===== src/rtl/aa_sched_pkg.sv =====
// Shared defaults and FSM state encoding for the range-write scheduler.
package aa_sched_pkg;

    localparam int DEPTH_DEF = 16;
    localparam int WIDTH_DEF = 8;
    localparam int AW_DEF    = 4;

    typedef enum logic [1:0] {
        IDLE  = 2'd0,
        SWEEP = 2'd1,
        ACK   = 2'd2
    } sched_state_t;

endpackage


===== src/rtl/rr_arb2.sv =====
// Two-way round-robin arbiter; the pointer moves only when a grant is accepted.
module rr_arb2 (
    input  logic clk,
    input  logic rst,
    input  logic req_a,
    input  logic req_b,
    input  logic accept,
    output logic grant_a,
    output logic grant_b
);

    // prio_b low means A wins a tie; it flips to the loser of each accepted grant.
    logic prio_b;

    assign grant_a = req_a && (!req_b || !prio_b);
    assign grant_b = req_b && (!req_a || prio_b);

    always_ff @(posedge clk) begin
        if (rst) begin
            prio_b <= 1'b0;
        end else if (accept && (grant_a || grant_b)) begin
            prio_b <= grant_a;
        end
    end

endmodule


===== src/rtl/aa_write_scheduler.sv =====
// Schedules range writes from two requesters into a single-write-port array,
// one row per cycle, with a registered read port.
module aa_write_scheduler
    import aa_sched_pkg::*;
#(
    parameter int DEPTH = DEPTH_DEF,
    parameter int WIDTH = WIDTH_DEF,
    parameter int AW    = AW_DEF
) (
    input  logic               clk,
    input  logic               rst,
    input  logic               req_a,
    input  logic [AW-1:0]      lo_a,
    input  logic [AW-1:0]      hi_a,
    input  logic [WIDTH-1:0]   data_a,
    input  logic               req_b,
    input  logic [AW-1:0]      lo_b,
    input  logic [AW-1:0]      hi_b,
    input  logic [WIDTH-1:0]   data_b,
    output logic               grant_a,
    output logic               grant_b,
    output logic               ack_a,
    output logic               ack_b,
    output logic               busy,
    input  logic [AW-1:0]      rd_addr,
    output logic [WIDTH-1:0]   rd_data,
    output sched_state_t       state
);

    localparam logic [AW-1:0] LAST_ROW = AW'(DEPTH - 1);

    logic               arb_a;
    logic               arb_b;
    logic               accept;
    logic               owner_b;
    logic               sweep_done;
    logic [AW-1:0]      cnt;
    logic [AW-1:0]      hi_q;
    logic [WIDTH-1:0]   data_q;
    logic [WIDTH-1:0]   mem [DEPTH];

    // Handshake: req is held until its ack pulse; req and the range fields
    // are sampled only while IDLE, so nothing the requester does mid-sweep matters.
    assign accept = (state == IDLE) && (req_a || req_b);

    rr_arb2 u_arb (
        .clk     (clk),
        .rst     (rst),
        .req_a   (req_a),
        .req_b   (req_b),
        .accept  (accept),
        .grant_a (arb_a),
        .grant_b (arb_b)
    );

    // lo > hi ends after the first row; the clamp keeps the counter inside the array.
    assign sweep_done = (cnt >= hi_q) || (cnt >= LAST_ROW);

    always_ff @(posedge clk) begin
        if (rst) begin
            state   <= IDLE;
            grant_a <= 1'b0;
            grant_b <= 1'b0;
            ack_a   <= 1'b0;
            ack_b   <= 1'b0;
            busy    <= 1'b0;
            owner_b <= 1'b0;
            cnt     <= '0;
            hi_q    <= '0;
            data_q  <= '0;
        end else begin
            case (state)
                IDLE: begin
                    if (accept) begin
                        owner_b <= arb_b;
                        cnt     <= arb_b ? lo_b : lo_a;
                        hi_q    <= arb_b ? hi_b : hi_a;
                        data_q  <= arb_b ? data_b : data_a;
                        grant_a <= arb_a;
                        grant_b <= arb_b;
                        busy    <= 1'b1;
                        state   <= SWEEP;
                    end
                end
                SWEEP: begin
                    if (sweep_done) begin
                        grant_a <= 1'b0;
                        grant_b <= 1'b0;
                        ack_a   <= !owner_b;
                        ack_b   <= owner_b;
                        state   <= ACK;
                    end else begin
                        cnt <= cnt + 1'b1;
                    end
                end
                ACK: begin
                    ack_a <= 1'b0;
                    ack_b <= 1'b0;
                    busy  <= 1'b0;
                    state <= IDLE;
                end
                default: begin
                    grant_a <= 1'b0;
                    grant_b <= 1'b0;
                    ack_a   <= 1'b0;
                    ack_b   <= 1'b0;
                    busy    <= 1'b0;
                    state   <= IDLE;
                end
            endcase
        end
    end

    // The only write port of the array; reads see the pre-write value.
    always_ff @(posedge clk) begin
        if (rst) begin
            for (int i = 0; i < DEPTH; i++) begin
                mem[i] <= '0;
            end
            rd_data <= '0;
        end else begin
            rd_data <= (int'(rd_addr) < DEPTH) ? mem[rd_addr] : '0;
            if (state == SWEEP && int'(cnt) < DEPTH) begin
                mem[cnt] <= data_q;
            end
        end
    end

endmodule

===== config.mk =====
export PLATFORM = sky130hd
export DESIGN_NAME = aa_write_scheduler
export DESIGN_NICKNAME = d
export VERILOG_FILES = /design/src/rtl/aa_sched_pkg.sv /design/src/rtl/rr_arb2.sv /design/src/rtl/aa_write_scheduler.sv
export SDC_FILE = /design/constraint.sdc
export NUM_CORES = 1
export LEC_CHECK = 0
export ABC_AREA = 1
export BUFFER_PORTS_ARGS = -buffer_cell sky130_fd_sc_hd__buf_4
export CELL_PAD_IN_SITES_DETAIL_PLACEMENT = 1
export CELL_PAD_IN_SITES_GLOBAL_PLACEMENT = 2
export CORE_MARGIN = 10
export CORE_UTILIZATION = 28
export CTS_BUF_LIST = sky130_fd_sc_hd__clkbuf_16
export CTS_CLUSTER_SIZE = 24
export DETAILED_ROUTE_END_ITERATION = 12
export PLACE_DENSITY_LB_ADDON = 0.1
export RECOVER_POWER = 25
export SYNTH_ARGS = -nofsm -noshare
export SYNTH_HDL_FRONTEND = slang
export SYNTH_SLANG_ARGS = --single-unit

===== constraint.sdc =====
create_clock -name clk -period 2.1 [get_ports clk]
set_input_delay 0 -clock clk [delete_from_list [all_inputs] [get_ports clk]]
set_output_delay 0 -clock clk [all_outputs]
set_load 0.01 [all_outputs]

* Yosys cells after proc, flatten, opt, wreduce, memory -nomap -nowiden *
Memories as Yosys holds them, arrays and structs flattened. A register that Yosys moved wholly into a read port is not among the register bits.
Index checks and enable logic that the tools add are counted.

storage, ports and cells
  register bits = 25
  bits in writable memories = 128
  input port bits = 40
  logic and storage cells = 73
  memories kept = 1

memory list
  memory  words  width  rd ports  clocked after Yosys merged registers in  wr ports  line                      source
  mem     16     8      1         1                                        16        aa_write_scheduler.sv:40  logic [WIDTH-1:0] mem [DEPTH];

cells by class
  add/sub/neg operators = 1
  magnitude comparators = 2
  equality and inequality tests = 5
  multiplexer cells = 28
  bitwise logic cells = 3
  reductions and logical operators = 22

operators with widths
  cell                   count
  $mux W4                5
  $mux W8                2
  $mux W1                12
  $pmux W4 S2            1
  $reduce_and A2 Y1      4
  $reduce_or A8 Y1       1
  $pmux W1 S2            3
  $pmux W1 S3            2
  $reduce_and A3 Y1      2
  $logic_or A1 B1 Y1     5
  $add A4 B1 Y4 const B  1
  $ge A4 B4 Y1           1
  $ge A4 B4 Y1 const B   1
  $logic_and A1 B1 Y1    4
  $logic_not A1 Y1       4
  $mux W2                2
  $ne A2 B2 Y1 const B   2
  $pmux W2 S2            1
  $not A1 Y1             3
  $eq A2 B1 Y1 const B   1
  $eq A2 B2 Y1 const B   1
  $logic_not A2 Y1       1
  $ne A2 B1 Y1 const B   1
  $reduce_bool A2 Y1     1

* Depth between registers and ports, before layout *
  depth after elaboration = 6
  gate-level depth with buffers = 11
  mapped depth without buffers = 11

* Modules after synthesis *
A second synthesis with hierarchy kept.

unflattened totals
  cells, all modules = 837
  area, all modules = 7459.7 µm²

by module, submodules not included
  module              times used  cells an instance  area an instance (µm²)  sequential area each (µm²)
  aa_write_scheduler  1           829                7399.6                  4484.3
  rr_arb2             1           8                  60.1                    20.0

* Worst setup path after synthesis *
Ideal clock, no wire load.

  path type = register -> register
  from = reg state[1]
  to = mem mem[0][0] in the netlist's numbering (enable)
  arrival time = 1289 ps
  required time = 1771 ps
  slack = 483 ps
  cell stages (with the launch flop) = 8
  buffers on the path = 0
  cells stage by stage = dfxtp_1 > inv_1 > nand2_2 > nor2_1 > inv_1 > nor2_4 > nand2_2 > nand2_1

RTL lines
  item                    line                      source
  from (decl)             aa_write_scheduler.sv:27  output sched_state_t state
  from (signal assigned)  aa_write_scheduler.sv:61  state <= IDLE;
  from (signal assigned)  aa_write_scheduler.sv:82  state <= SWEEP;
  from (signal assigned)  aa_write_scheduler.sv:91  state <= ACK;
  to (decl)               aa_write_scheduler.sv:40

==> qor.csv <==
stage,metric,value,unit
outcome,status,"complete, no violations",
synth,asr flop ratio synth,0,%
final_layout,sequential cell area,4500,um2
floorplanning,die area,33000,um2
clocking,Post-CTS Setup Inserts,0,
setup_path,critical path arrival,2.03,ns
floorplanning,Initial Util,28.2,%
power_and_ir_drop,sequential cell fraction of total power,42.3,%
clocking,clock slew at reported path FFs,0.07,ns
final_layout,number of diodes,0,
place,post-DP HPWL,16.0,mm
power_and_ir_drop,maximum vdd drop,0.407,mV
synth,"Distinct cells, synth",31,
global_route,GRT Total Usage,13.9,%
route,metal1 wirelength,9.71,mm
global_route,Overflow after GRT,0,
power_and_ir_drop,switch share,33.8,%
global_route,largest net degree at the start of global routing,56,
sta,clock period minus final worst setup slack,1.92,ns
power_and_ir_drop,PD cells,1050,nW/um2
sta,setup violators final,0,
floorplanning,Die X,182,um
clocking,Root Buffer,clkbuf_16,
power_and_ir_drop,sw power,3.17,mW
global_route,antenna violations before repair,0,
global_route,vias in the first global route,6086,
route,average wire per standard cell,19.2,um
sta,period utilization,91.6,%
clocking,CTS buffer count,17,
route,"antenna viol nets, final",0,
setup_path,worst path required time,2.20,ns
route,Top Metal Used,met4,
sta,FMAX,520,MHz
synth,Syn Nets,808,
clocking,H-tree levels,4,
final_layout,P&R area growth vs syn,22.5,%
route,met2 wire len,12.0,mm
sta,Fin Hold WS,0.0250,ns
synth,synthesized area,7320,um2
floorplanning,Rows,59,
final_layout,Fillers,2935,
synth,Post-Syn Instances,760,
clocking,"Clk Latency, worst-skew pair",0.44,ns
power_and_ir_drop,clock network power share,32.3,%
sta,post-route setup TNS,0,ns
route,Pre-Repair DR Iteration Count,4,
floorplanning,chip height,182,um
setup_path,crit path capture type,register,
power_and_ir_drop,Combinational Power Share,25.4,%
route,Vias,5637,
place,I/O Buffers,54,
setup_path,startpoint class of the critical path,register,
min_path,worst hold path class,in -> reg,
floorplanning,core area,25900,um2
route,routed wire length,23.0,mm
synth,most frequently used flop master after synthesis,edfxtp_1,
sta,RSZ-0062 raised after global routing,no,
final_layout,Layout Nets,897,
floorplanning,I/O pin count,55,
clocking,# clock sinks,161,
synth,"EDFF count, synth",128,
setup_path,CP max FO,9,
final_layout,area of the multi-input gates,2440,um2
setup_path,WS Path Type,reg -> reg,
route,DRC errors left,0,
synth,YS warnings,0,
place,GPL Wtd Cong,0.746,
clocking,clk buf depth,2,
synth,Yosys reg bits,161,
power_and_ir_drop,leakage,3.37,nW
sta,Final Hold Vio Count,0,
synth,synthesized area per cell,9.63,um2
route,vias per inst,4.71,
route,WL met3,924,um
sta,Slew headroom,65.1,%
sta,Slew @ Worst Pin,0.522,ns
final_layout,share of layout cells above drive strength 1,15.3,%
sta,Layout Skew,0.0137,ns
flow_run,max-cap violations,0,
synth,sequential-to-total area share from yosys stat,61.6,%
route,Initial DRC Count,208,
clocking,CTS tree,yes,
power_and_ir_drop,Int Pwr,6.21,mW
sta,final slew viol count,0,
global_route,global-route wire length before repair,35.2,mm
==> cell usage after synthesis (2+ instances only) <==
library cell	count	area (um2)
buf_4	6	45.0
o21ai_1	11	55.1
nand2_2	17	106
o21ai_0	71	355
clkbuf_1	18	67.6
a21oi_1	16	80.1
o21ai_2	2	17.5
nor2_4	4	45.0
nand2_1	70	263
nand3_1	20	100
clkbuf_2	2	10.0
buf_6	4	45.0
inv_2	3	11.3
ha_1	8	100
inv_1	35	131
o211ai_1	32	240
dfxtp_1	33	661
edfxtp_1	128	3840
a31oi_1	13	81.3
nand4_1	3	18.8
buf_2	11	55.1
nor2_1	244	916
==> sequential cells by signal, summed over array words and instances, names as in the netlist, 2 cells and up <==
name	count
cnt	4
mem	128
data_q	8
hi_q	4
rd_data	8
state	2
==> worst max-delay path, cell delays in order (launching register included) <==
cell,delay [ns]
dfxtp_1,0.34
inv_1,0.15
nand2_2,0.08
nor2_1,0.10
inv_1,0.17
nor2_4,0.28
nand2_2,0.17
nand2_1,0.30
==> layer usage <==
layer	up-vias	track usage [%]
li1	2752	-
met1	2744	16.0
met2	117	25.4
met3	24	2.49
met4	0	4.56
met5	-	0
==> path summary, 6_finish.rpt <==
| kind | end | startpoint | cells past startpoint | slack [ns] |
|---|---|---|---|---|
| max | mem[7][3] | state[1] | 7 | 0.18 |
| max reg2reg | mem[7][3] | state[1] | 7 | 0.18 |
| min | busy | req_a | 4 | 0.03 |
| min reg2reg | ack_b | owner_b | 2 | 0.45 |
==> repair_timing <==
item                                   4_1_cts  5_1_grt
setup endpoints to repair                    0       60
resized for setup                            0        7
hold buffers                                30        0
endpoints found under the hold margin       28        0
==> cell usage in the layout, fill, tap and decap left out, types with 2 or more instances in the layout <==
master and count:
nor2_1 244, edfxtp_1 128, o21ai_0 72, nand2_1 65
buf_4 65, inv_1 36, dfxtp_1 33, o211ai_1 32
dlygate4sd3_1 30, nand2_2 22, nand3_1 20, clkbuf_16 19
a21oi_1 16, clkbuf_1 16, a31oi_1 13, o21ai_1 10
ha_1 8, nor2_4 4, inv_2 4, nand4_1 4
clkinv_4 4, inv_6 3, o21ai_2 2, clkinvlp_4 2
==> cell families after synthesis <==
family,after synthesis,synth area share [%]
AND/OR/NAND/NOR,363,20.4
flip-flops,161,61.6
AO/OA/AOI/OAI,147,11.5
buffers and inverters,81,5.13
adder cells (fa/ha/maj),8,1.37
==> power by group through the flow <==
stage | combinational [mW] | clock [mW] | sequential, mW
final | 2.38 | 3.03 | 3.97
after global routing | 2.68 | 3.20 | 4.02
after CTS | 2.51 | 3.09 | 3.98
after detailed placement | 2.36 | 0 | 4.05
after global placement | 2.33 | 0 | 4.04
after floorplan | 1.39 | 0 | 3.99
==> cell type report <==
type,count,share of cell area [%]
Sequential cell,161,50.3
Tap cell,335,4.68
Clock inverter,13,1.12
Timing Repair Buffer,112,9.69
Inverter,39,1.66
Multi-Input combinational cell,518,27.3
Clock buffer,19,5.31
==> through the flow <==
stage / std cells / power [mW] / instance area [um2] / utilization [%] / setup WS (ns)
floorplan: 760 / 5.38 / 7320 / - / 0.483
global placement: 1135 / 6.37 / 8140 / 31.4 / 0.208
detailed placement: 1135 / 6.40 / 8140 / 31.4 / 0.146
CTS: 1197 / 9.58 / 9010 / 34.8 / 0.115
global route: 1197 / 9.90 / 8960 / 34.6 / 0.00310
finish: 1197 / 9.38 / 8960 / 34.6 / 0.177
(Power assumes the default switching activity.)
